==> config.mk <==
export PLATFORM = sky130hd
export DESIGN_NAME = start_stop_cmd_gen_flat
export DESIGN_NICKNAME = d
export VERILOG_FILES = /design/src/rtl/start_stop_cmd_gen_pkg.sv /design/src/rtl/start_stop_cmd_gen_if.sv /design/src/rtl/start_stop_cmd_gen_btn_conditioner.sv /design/src/rtl/start_stop_cmd_gen.sv /design/src/flat_wrapper.sv
export SDC_FILE = /design/constraint.sdc
export NUM_CORES = 1
export LEC_CHECK = 0
export CELL_PAD_IN_SITES_DETAIL_PLACEMENT = 1
export CELL_PAD_IN_SITES_GLOBAL_PLACEMENT = 1
export CORE_AREA = 2 2 39 41
export CTS_CLUSTER_DIAMETER = 50
export DETAILED_ROUTE_END_ITERATION = 6
export DIE_AREA = 0 0 41 43
export GPL_TIMING_DRIVEN = 1
export MAX_ROUTING_LAYER = met4
export PLACE_DENSITY = 0.72
export SLEW_MARGIN = 30
export SYNTH_ARGS = -nofsm -noshare
export SYNTH_HDL_FRONTEND = slang
export SYNTH_HIERARCHICAL = 1
export SYNTH_SLANG_ARGS = --single-unit
==> constraint.sdc <==
create_clock -name clk -period 1.8 [get_ports clk]
set_clock_uncertainty 0.15 [all_clocks]
set_input_delay 0.18 -clock clk [delete_from_list [all_inputs] [get_ports clk]]
set_output_delay 0.18 -clock clk [all_outputs]
set_load 0.005 [all_outputs]
==> src/rtl/start_stop_cmd_gen_pkg.sv <==
// Shared types and default parameters for the start/stop command front end.
package start_stop_pkg;

  typedef enum logic [0:0] {
    IDLE    = 1'b0,
    RUNNING = 1'b1
  } run_state_t;

  localparam int SYNC_STAGES_DEF     = 2;
  localparam int DEBOUNCE_CYCLES_DEF = 4;

endpackage

==> src/rtl/start_stop_cmd_gen_if.sv <==
// Button inputs and command/status outputs of the start/stop command generator.
interface start_stop_cmd_gen_if;

  logic start_btn;
  logic stop_btn;
  logic start;
  logic stop;
  logic start_db;
  logic stop_db;
  logic run;

  // master drives the raw buttons and observes the conditioned outputs
  modport master (
    output start_btn, stop_btn,
    input  start, stop, start_db, stop_db, run
  );

  modport slave (
    input  start_btn, stop_btn,
    output start, stop, start_db, stop_db, run
  );

endinterface

==> src/rtl/start_stop_cmd_gen_btn_conditioner.sv <==
// One button channel: synchroniser chain, debounce counter and rising-edge detect.
module btn_conditioner
  import start_stop_pkg::*;
#(
  parameter int SYNC_STAGES     = SYNC_STAGES_DEF,
  parameter int DEBOUNCE_CYCLES = DEBOUNCE_CYCLES_DEF
) (
  input  logic clk,
  input  logic reset,
  input  logic btn,
  output logic x_db,
  output logic rise_x
);

  localparam int CW = (DEBOUNCE_CYCLES > 1) ? $clog2(DEBOUNCE_CYCLES) : 1;
  localparam logic [CW-1:0] CNT_MAX = CW'(DEBOUNCE_CYCLES - 1);

  logic [SYNC_STAGES-1:0] sync_q, sync_d;
  logic [CW-1:0]          cnt_q, cnt_d;
  logic                   db_q, db_d;
  logic                   db_dly_q, db_dly_d;
  logic                   sync_x;

  assign sync_x = sync_q[SYNC_STAGES-1];

  // Next-state: shift chain, debounce count (any reversion discards progress), edge delay
  always_comb begin
    sync_d   = {sync_q[SYNC_STAGES-2:0], btn};
    cnt_d    = '0;
    db_d     = db_q;
    db_dly_d = db_q;
    if (sync_x == db_q) begin
      cnt_d = '0;
    end else if (cnt_q == CNT_MAX) begin
      db_d  = ~db_q;
      cnt_d = '0;
    end else begin
      cnt_d = cnt_q + CW'(1);
    end
  end

  // State registers
  always_ff @(posedge clk or posedge reset) begin
    if (reset) begin
      sync_q   <= '0;
      cnt_q    <= '0;
      db_q     <= 1'b0;
      db_dly_q <= 1'b0;
    end else begin
      sync_q   <= sync_d;
      cnt_q    <= cnt_d;
      db_q     <= db_d;
      db_dly_q <= db_dly_d;
    end
  end

  assign x_db   = db_q;
  assign rise_x = db_q & ~db_dly_q;

endmodule

==> src/rtl/start_stop_cmd_gen.sv <==
// Conditions two raw buttons into single-cycle start/stop commands, tracking the
// downstream enable so redundant commands are never issued; stop wins ties.
module start_stop_cmd_gen
  import start_stop_pkg::*;
#(
  parameter int SYNC_STAGES     = SYNC_STAGES_DEF,
  parameter int DEBOUNCE_CYCLES = DEBOUNCE_CYCLES_DEF
) (
  input  logic                  clk,
  input  logic                  reset,
  start_stop_cmd_gen_if.slave   bus
);

  logic start_db_s, stop_db_s;
  logic rise_start, rise_stop;

  btn_conditioner #(
    .SYNC_STAGES     (SYNC_STAGES),
    .DEBOUNCE_CYCLES (DEBOUNCE_CYCLES)
  ) u_start_cond (
    .clk    (clk),
    .reset  (reset),
    .btn    (bus.start_btn),
    .x_db   (start_db_s),
    .rise_x (rise_start)
  );

  btn_conditioner #(
    .SYNC_STAGES     (SYNC_STAGES),
    .DEBOUNCE_CYCLES (DEBOUNCE_CYCLES)
  ) u_stop_cond (
    .clk    (clk),
    .reset  (reset),
    .btn    (bus.stop_btn),
    .x_db   (stop_db_s),
    .rise_x (rise_stop)
  );

  run_state_t state_q, state_d;
  logic       start_q, start_d;
  logic       stop_q, stop_d;

  // Run FSM next state and command pulses
  always_comb begin
    state_d = state_q;
    start_d = 1'b0;
    stop_d  = 1'b0;
    case (state_q)
      IDLE: begin
        if (rise_start && !rise_stop) begin
          state_d = RUNNING;
          start_d = 1'b1;
        end else begin
          state_d = IDLE;
        end
      end
      RUNNING: begin
        if (rise_stop) begin
          state_d = IDLE;
          stop_d  = 1'b1;
        end else begin
          state_d = RUNNING;
        end
      end
      default: begin
        state_d = IDLE;
      end
    endcase
  end

  // FSM state and registered command outputs
  always_ff @(posedge clk or posedge reset) begin
    if (reset) begin
      state_q <= IDLE;
      start_q <= 1'b0;
      stop_q  <= 1'b0;
    end else begin
      state_q <= state_d;
      start_q <= start_d;
      stop_q  <= stop_d;
    end
  end

  assign bus.start    = start_q;
  assign bus.stop     = stop_q;
  assign bus.start_db = start_db_s;
  assign bus.stop_db  = stop_db_s;
  assign bus.run      = (state_q == RUNNING);

endmodule

==> src/flat_wrapper.sv <==
// flat-port wrapper written by rule: the top's interface ports become plain ports
module start_stop_cmd_gen_flat import start_stop_pkg::*;
#(
  parameter int SYNC_STAGES     = SYNC_STAGES_DEF,
  parameter int DEBOUNCE_CYCLES = DEBOUNCE_CYCLES_DEF
)
  (clk, reset, bus_start_btn, bus_stop_btn, bus_start, bus_stop, bus_start_db, bus_stop_db, bus_run);
  start_stop_cmd_gen_if bus_i ();
  input  logic clk;
  input  logic reset;
  input wire logic [$bits(bus_i.start_btn)-1:0] bus_start_btn;
  input wire logic [$bits(bus_i.stop_btn)-1:0] bus_stop_btn;
  output wire logic [$bits(bus_i.start)-1:0] bus_start;
  output wire logic [$bits(bus_i.stop)-1:0] bus_stop;
  output wire logic [$bits(bus_i.start_db)-1:0] bus_start_db;
  output wire logic [$bits(bus_i.stop_db)-1:0] bus_stop_db;
  output wire logic [$bits(bus_i.run)-1:0] bus_run;
  assign bus_i.start_btn = bus_start_btn;
  assign bus_i.stop_btn = bus_stop_btn;
  assign bus_start = bus_i.start;
  assign bus_stop = bus_i.stop;
  assign bus_start_db = bus_i.start_db;
  assign bus_stop_db = bus_i.stop_db;
  assign bus_run = bus_i.run;
  start_stop_cmd_gen #(.SYNC_STAGES(SYNC_STAGES), .DEBOUNCE_CYCLES(DEBOUNCE_CYCLES)) u_core (.clk(clk), .reset(reset), .bus(bus_i));
endmodule
==> flow_metrics.env <==
export IMPL_outcome="finished clean"
export IMPL_path_max_fanout=5
export IMPL_drive_gt1_share_pct=15.2
export IMPL_slew_headroom_pct=82.7
export IMPL_cts_inserted_buffers=3
export IMPL_synth_edf_count=0
export IMPL_yosysWarnings=6
export IMPL_synth_top_cell_by_area="dfrtp_1"
export IMPL_critical_path_startpoint_type="register"
export IMPL_netlist_instances=33
export IMPL_startpoint="u_core/u_stop_cond/x_db"
export IMPL_syn_area_sq_um=527
export IMPL_drc_errors=0
export IMPL_synth_fp_nets=39
export IMPL_gp_congestion=0.632
export IMPL_hold_violations=0
export IMPL_wire_per_inst_microns=12.8
export IMPL_max_freq_mhz=639
export IMPL_synth_area_leaders="dfrtp_1, ha_1, nor2b_1"
export IMPL_yosysMostFrequentCell="dfrtp_1"
export IMPL_cts_sinks=15
export IMPL_coreArea_sq_um=1380
export IMPL_vias_per_cell=4.53
export IMPL_ctsHtreeMaxLevel=1
export IMPL_met2_usage_pct=19.1
export IMPL_synth_compound_area_share_pct=1.90
export IMPL_initial_core_util_pct=38.1
export IMPL_clkLatencyLatePin_ns=0.27
export IMPL_row_count=14
export IMPL_grtUsageMet1_pct=15.2
export IMPL_synthDistinctLibCells=10
export IMPL_hp_class="primary input to register"
export IMPL_use_met3_pct=4.71
export IMPL_yosys_area_share_simple_pct=12.4
export IMPL_overflow=0
export IMPL_multi_input_area_sq_um=140
export IMPL_slowest_delay_ns=0.54
export IMPL_rsz0062_at_grt="no"
export IMPL_synthFlopType="dfrtp_1"
export IMPL_worstPathRequired_ns=1.47
export IMPL_ys_ff_latch=15
export IMPL_synthMuxAreaShare_pct=4.28
export IMPL_slew_viol_final=0
export IMPL_regToRegSetupSlack_ns=0.57
export IMPL_grt_pass1_wl_mm=1.37
export IMPL_cap_violations=0
export IMPL_areaGrowthSynthToFinish_pct=25.9
export IMPL_cts_tree="done"
export IMPL_grt_busiest_layer="met2"
export IMPL_die_y_microns=43
export IMPL_timing_hold_ws_ns=0.198
export IMPL_antenna_found_initial=0
export IMPL_min_period_over_period_pct=86.9
export IMPL_min_period_ns=1.56
export IMPL_first_pass_iters=2
export IMPL_regArea_sq_um=375
export IMPL_critPathSlowestCell="clkdlybuf4s50_1"
export IMPL_finalSetupViolations=0
export IMPL_syn_avg_cell_area_sq_um=16.0
export IMPL_grt_usage_pct=12.3
export IMPL_n_fill_cell=133
export IMPL_post_cts_setup_buffer_count=0
export IMPL_yosys_area_top_type_share_pct=71.3
export IMPL_clk_path_buf_depth=2
export IMPL_wirelength_microns=792
export IMPL_ir_drop_mv=0.520
export IMPL_crit_type="register to output pin"
export IMPL_grt_max_degree=9
export IMPL_hp_start="bus_start_btn"
export IMPL_clk_pin_slew_ns=0.09
export IMPL_portBuffers=8
export IMPL_worstPathCellList="clkdlybuf4s50_1"
export IMPL_timing_rr_start="u_core/u_start_cond/cnt_q[0]"
export IMPL_grt_pass1_vias=301
export IMPL_io_pins=9
export IMPL_final_antenna_net_count=0
export IMPL_die_width_microns=41
export IMPL_synth_seq_area_share_pct=71.3
export IMPL_drtIter0Drc=1
export IMPL_synthAdderAreaFrac_pct=4.75
export IMPL_dp_hpwl_microns=661
export IMPL_leakage_nw=0.312
export IMPL_tightest_slew_ns=0.258
export IMPL_synth_top_family_by_area="simple AND/OR/NAND/NOR gates"
export IMPL_yosys_top_cells_count="dfrtp_1, nor2b_1, inv_1"
export IMPL_cp_end_kind="output pin"
export IMPL_ys_async_sr_fraction_pct=100
export IMPL_n_antenna_cell=0
export IMPL_crit_arrival_ns=1.23
export IMPL_setup_tns_ns=0
export IMPL_powerDensity_nw_per_um2=1530
export IMPL_nNetsFinal=53
export IMPL_die_area_sq_um=1760
export IMPL_crit_family="buffers and inverters"
export IMPL_vias=281
export IMPL_synth_xor_area_share_pct=3.33
export IMPL_path_buf_inv=1
export IMPL_cts_root_buf="clkbuf_4"
## sequential cells by signal (all words and copies together) (netlist names)
signal and cells:
u_core/u_start_cond/db_dly_q 1, u_core/u_start_cond/cnt_q 2, u_core/u_start_cond/x_db 1, u_core/u_stop_cond/cnt_q 2
u_core/bus.stop 1, u_core/bus.start 1, u_core/u_stop_cond/sync_q 2, u_core/bus.run 1
u_core/u_stop_cond/x_db 1, u_core/u_start_cond/sync_q 2, u_core/u_stop_cond/db_dly_q 1
## cell type report
class,count,area share (%)
sequential,15,56.6
tap,16,3.02
multi-input combinational,15,21.1
timing repair buffer,9,13.6
inverter,3,1.70
clock buffer,4,3.96
## path summary, 6_finish.rpt
check / depth (start not counted) / endpoint
min in group asynchronous: 3 / u_core/bus.stop
hold / removal: 1 / u_core/u_start_cond/sync_q[0]
hold reg to reg: 0 / u_core/u_start_cond/sync_q[1]
setup reg to reg: 2 / u_core/u_start_cond/x_db
setup / recovery: 1 / bus_stop_db
max in group asynchronous: 3 / u_core/u_stop_cond/sync_q[1]
## layout by cell type, fill, tap and decap left out
| cell type | n |
|---|---|
| mux2_1 | 2 |
| nor3b_2 | 1 |
| and2_2 | 1 |
| dlygate4sd3_1 | 1 |
| clkbuf_1 | 1 |
| o21ba_1 | 1 |
| ha_1 | 2 |
| inv_1 | 3 |
| clkbuf_4 | 3 |
| xnor2_1 | 2 |
| clkdlybuf4s50_1 | 8 |
| nor3_2 | 2 |
| dfrtp_1 | 15 |
| nor2b_1 | 4 |
## worst reg2reg max path, delay by kind of cell, from the launching register on
family / cells / cell delay, ns
adder cells (fa/ha/maj): 1 / 0.25
flip-flops: 1 / 0.41
multiplexers: 1 / 0.32
## kinds of logic (layout without fill, tap and decap cells)
kind of cell / after synthesis / in the layout
AO/OA/AOI/OAI: 1 / 1
XOR/XNOR: 2 / 2
adder cells (fa/ha/maj): 2 / 2
buffers and inverters: 3 / 16
flip-flops: 15 / 15
multiplexers: 2 / 2
AND/OR/NAND/NOR: 8 / 8
## routing by layer
metal | share of wire [%] | wire [microns]
met1 | 38 | 301
met2 | 58 | 456
met3 | 4.3 | 34
met4 | 0 | 0
met5 | 0 | 0
## through the flow
step                      std cells  power, mW  instance area (sq um)  util, %  worst slack, ns
after global routing             62       1.09                    663     47.9            0.162
final                            62       1.01                    663     47.9            0.236
after detailed placement         57      0.849                    627     45.3            0.517
after floorplan                  33      0.683                    527        -            0.638
after global placement           57      0.808                    627     45.3            0.578
after CTS                        62       1.03                    663     47.9            0.203
## repair_timing
item	4_1_cts	5_1_grt
hold buffers	1	0
gates resized for setup	0	0
endpoints found under the hold margin	3	0
## where the power goes
| group | switching [mW] | internal [mW] |
|---|---|---|
| Clock | 0.0972 | 0.0856 |
| Sequential | 0.0750 | 0.450 |
| Combinational | 0.111 | 0.195 |
Note: power is estimated with default switching activity, not from simulation.
==> edit 1 (same settings) <==
Change the package constant `DEBOUNCE_CYCLES_DEF` from 4 to 2.
--- a/src/rtl/start_stop_cmd_gen_pkg.sv
+++ b/src/rtl/start_stop_cmd_gen_pkg.sv
@@ -7,7 +7,7 @@
   } run_state_t;
 
   localparam int SYNC_STAGES_DEF     = 2;
-  localparam int DEBOUNCE_CYCLES_DEF = 4;
+  localparam int DEBOUNCE_CYCLES_DEF = 2;
 
 endpackage
 
Formal check against the unedited RTL: not equivalent (Yosys sat finds a counterexample within 10 cycles, from zero or initial values and one cycle with reset high).
==> edit 1 against the unedited design <==
Worst setup slack improved by 0.028 ns. Synthesized cell count decreased by 18%. Cell area decreased by 14%. Sequential power decreased by 12%. Die area unchanged. Sequential share of layout area increased by 0.41 points. Total power decreased by 11%. Sequential cell count decreased by 2. Global-route usage decreased by 2.7 points. Wire length decreased by 22%. First-iteration DRC count decreased by 100%. Synthesized area decreased by 18%. Worst hold slack got worse by 0.0014 ns.
==> edit 1: results (changes against the unedited design) <==
[metrics] run status: completed (unchanged)
[metrics] vias in the first global route: 264 (was 301)
[metrics] largest cells by area after synthesis: sky130_fd_sc_hd__dfrtp_1 (75%), sky130_fd_sc_hd__mux2_4 (6.9%), sky130_fd_sc_hd__xnor2_1 (4.0%), sky130_fd_sc_hd__nor2b_1 (2.9%), sky130_fd_sc_hd__nor3b_2 (2.9%) (was sky130_fd_sc_hd__dfrtp_1 (71%), sky130_fd_sc_hd__ha_1 (4.8%), sky130_fd_sc_hd__nor2b_1 (4.8%), sky130_fd_sc_hd__mux2_1 (4.3%), sky130_fd_sc_hd__nor3_2 (3.8%))
[metrics] 1st-iter DRT viols: 0 (was 1)
[metrics] global-route wire length before repair: 1080 um (was 1370 um)
[metrics] internal power: 0.668 mW (was 0.730 mW)
[metrics] Filler cells: 145 (was 133)
[metrics] Pleak: 0.265 nW (was 0.312 nW)
[metrics] worst max-slew margin expressed relative to the limit: 85.8% (was 82.7%)
[metrics] cell with the largest stage delay on the worst path: sky130_fd_sc_hd__clkdlybuf4s50_1 (unchanged)
[metrics] Antenna Cells: 0 (unchanged)
[metrics] Final GP Congestion: 0.592 (was 0.632)
[metrics] signal arrival time at the worst endpoint: 1.21 ns (was 1.23 ns)
[metrics] delay contributed by the slowest stage of the critical path: roughly 0.53 ns
[metrics] All-Layer GR Usage: 9.60% (was 12.3%)
[metrics] clock edge transition at the registers on the reported setup and hold paths: 0.08 ns
[metrics] number of buffers on the longest clock path: 2 (unchanged)
[metrics] layout cells sized above 1: 17.5% (was 15.2%)
[metrics] library cells used by synthesis: 9 (was 10)
[metrics] postcts setup bufs: 0 (unchanged)
[metrics] sequential cell area fraction in the yosys report: 74.9% (was 71.3%)
[metrics] Max rail drop VDD: 0.447 mV (was 0.520 mV)
[metrics] number of nets at the end of the flow: 45 (was 53)
[metrics] Synth top cells by count: sky130_fd_sc_hd__dfrtp_1 (13), sky130_fd_sc_hd__inv_1 (3) (was sky130_fd_sc_hd__dfrtp_1 (15), sky130_fd_sc_hd__nor2b_1 (4), sky130_fd_sc_hd__inv_1 (3))
[metrics] Post-Syn Nets: 31 (was 39)
[metrics] critical path's top delay family: buffers and inverters (unchanged)
[metrics] per-cell via count in the routed design: 4.25 (was 4.53)
[metrics] number of buffers added on ports: 8 (unchanged)
[metrics] maximum number of pins on one net before global-route repair: 8 (was 9)
[metrics] number of hold buffers added after CTS: 1 (unchanged)
[metrics] placed cell areas: 534 sq um (was 627 sq um)
[metrics] WL per Instance: 11.0 um (was 12.8 um)
[metrics] number of detailed-routing iterations run before antenna repair: 1 (was 2)
[edit 1: layout make-up]
class / instances / area, sq um / share of cell area (%)
clock buffer: 4 / 26.3 / 4.61
inverter: 3 / 11.3 / 1.97
multi-input combinational: 11 / 97.6 / 17.1
sequential: 13 / 325 / 57.0
tap: 16 / 20.0 / 3.51
timing repair buffer: 9 / 90.1 / 15.8
[edit 1: power groups by stage]
stage                     sequential (mW)  clock [mW]  combinational [mW]
final                               0.463       0.169               0.268
after global routing                0.479       0.194               0.294
after CTS                           0.467       0.176               0.276
after detailed placement            0.474           0               0.272
after global placement              0.460           0               0.258
after floorplan                     0.463           0               0.134
[edit 1: per-layer routing]
metal | wire length (um) | global-route usage (%)
met5 | 0 | -
met4 | 0 | 2.00
met3 | 39 | 4.71
met2 | 352 | 14.4
met1 | 222 | 11.5
[edit 1: path summary, 6_finish.rpt]
kind	start	endpoint	slack (ns)	depth (start not counted)
worst max-delay path	u_core/u_stop_cond/x_db	bus_stop_db	0.26	1
worst min-delay path	bus_stop_btn	u_core/u_stop_cond/sync_q[0]	0.20	1
worst max register to register	u_core/u_stop_cond/x_db	u_core/bus.run	0.70	2
worst min register to register	u_core/u_start_cond/sync_q[0]	u_core/u_start_cond/sync_q[1]	0.20	0
max in group asynchronous	reset	u_core/u_start_cond/x_db	0.73	3
min in group asynchronous	reset	u_core/bus.start	0.56	3
[edit 1: cells by family after synthesis]
| group | synth area share, % |
|---|---|
| XOR/XNOR | 4.04 |
| AND/OR/NAND/NOR | 9.22 |
| AO/OA/AOI/OAI | 2.31 |
| multiplexers | 6.92 |
| flip-flops | 74.9 |
| buffers and inverters | 2.59 |
[edit 1: stage by stage]
stage                     setup WS (ns)  instances
final                             0.263         56
after global routing              0.196         56
after CTS                         0.247         56
after detailed placement          0.542         51
after global placement            0.565         51
after floorplan                   0.778         27
==> edit 2 (same settings) <==
Made on the original files. Make the reset (`reset`) synchronous in 2 clocked blocks.
--- a/src/rtl/start_stop_cmd_gen_btn_conditioner.sv
+++ b/src/rtl/start_stop_cmd_gen_btn_conditioner.sv
@@ -40,7 +40,7 @@
   end
 
   // State registers
-  always_ff @(posedge clk or posedge reset) begin
+  always_ff @(posedge clk) begin
     if (reset) begin
       sync_q   <= '0;
       cnt_q    <= '0;
--- a/src/rtl/start_stop_cmd_gen.sv
+++ b/src/rtl/start_stop_cmd_gen.sv
@@ -69,7 +69,7 @@
   end
 
   // FSM state and registered command outputs
-  always_ff @(posedge clk or posedge reset) begin
+  always_ff @(posedge clk) begin
     if (reset) begin
       state_q <= IDLE;
       start_q <= 1'b0;
Check against the original RTL: differs if reset is asserted again (counterexample within 10 cycles, from zero or initial values and one cycle with reset high); with reset held inactive, the same outputs for 10 cycles.
==> edit 2 against the unedited design <==
Register-to-register slack better by 0.11 ns. Sequential cell count stayed put. Synthesized cell count is 18% higher. Worst setup slack improved by 0.023 ns. Cell area shrank 6.0%. Synthesized area fell by 5.7%. Wire length down 3.3%. Largest cell class unchanged.
Power is not compared: it rests on default switching activity, and its combinational part moved more than twofold at a synthesized area within 25%.
==> edit 2: results (changes against the unedited design) <==
[metrics] area of combinational cells with multiple inputs: 196 sq um (was 140 sq um)
[metrics] source of the worst register-to-register timing path: u_core/u_stop_cond/cnt_q[0] (was u_core/u_start_cond/cnt_q[0])
[metrics] beginning of the worst hold path: u_core/u_start_cond/cnt_q[0] (was bus_start_btn)
[metrics] XOR/XNOR share of the synthesized area: 3.53% (was 3.33%)
[metrics] met3 track demand over resource: 6.28% (was 4.71%)
[metrics] Filler cells: 159 (was 133)
[metrics] register-to-register setup slack: 0.68 ns (was 0.57 ns)
[metrics] portion of the layout cell area used by clock cells: 4.22% (was 3.96%)
[metrics] met1 track demand over resource in global routing: 12.3% (was 15.2%)
[metrics] data-path buffer share of cell area in the final layout: 12.9% (was 13.6%)
[metrics] maximum number of pins on one net before global-route repair: 16 (was 9)
[metrics] WL per Instance: 11.4 um (was 12.8 um)
[metrics] run status: completed (unchanged)
[metrics] share of the final layout cell area in multi-input gates: 31.5% (was 21.1%)
[metrics] Final GP Congestion: 0.640 (was 0.632)
[metrics] total length of routed met2 wires: 370 um (was 456 um)
[metrics] worst max-slew margin expressed relative to the limit: 62.4% (was 82.7%)
[metrics] proportion of cell area occupied by registers: 48.2% (was 56.6%)
[metrics] number of cells produced by synthesis: 39 (was 33)
[metrics] worst min-delay path category: reg -> reg (was in -> reg)
[metrics] via count of the routed design: 318 (was 281)
[metrics] number of multi-input combinational cells in the layout: 24 (was 15)
[metrics] routed metal-1 wirelength: 346 um (was 301 um)
[metrics] worst slack at placement: 0.255 ns (was 0.517 ns)
[metrics] # placed instances: 63 (was 57)
[metrics] cell taking the most area after synthesis: sky130_fd_sc_hd__dfxtp_1 (was sky130_fd_sc_hd__dfrtp_1)
[metrics] compound-gate portion of the synthesized area: 0% (was 1.90%)
[metrics] Signal buffers: 8 (was 9)
[metrics] All-Layer GR Usage: 11.6% (was 12.3%)
[edit 2: cell count changes after synthesis, moves of 2 or more]
| cell | delta |
|---|---|
| sky130_fd_sc_hd__dfxtp_1 | +15 |
| sky130_fd_sc_hd__nor2b_1 | +4 |
| sky130_fd_sc_hd__nor3_2 | -2 |
| sky130_fd_sc_hd__dfrtp_1 | -15 |
| sky130_fd_sc_hd__nor4b_2 | +3 |
| sky130_fd_sc_hd__mux2i_1 | +2 |
| sky130_fd_sc_hd__nor2_1 | +3 |
| sky130_fd_sc_hd__mux2_1 | -2 |
| sky130_fd_sc_hd__inv_1 | -3 |
| sky130_fd_sc_hd__nor4_1 | +2 |
[edit 2: power groups by stage]
stage / Sequential [mW] / Combinational (mW) / Clock, mW
after CTS: 0.340 / 0.0191 / 0.195
after detailed placement: 0.347 / 0.0188 / 0
after global routing: 0.340 / 0.0209 / 0.216
final: 0.340 / 0.0186 / 0.183
after floorplan: 0.347 / 0.00682 / 0
after global placement: 0.347 / 0.0177 / 0
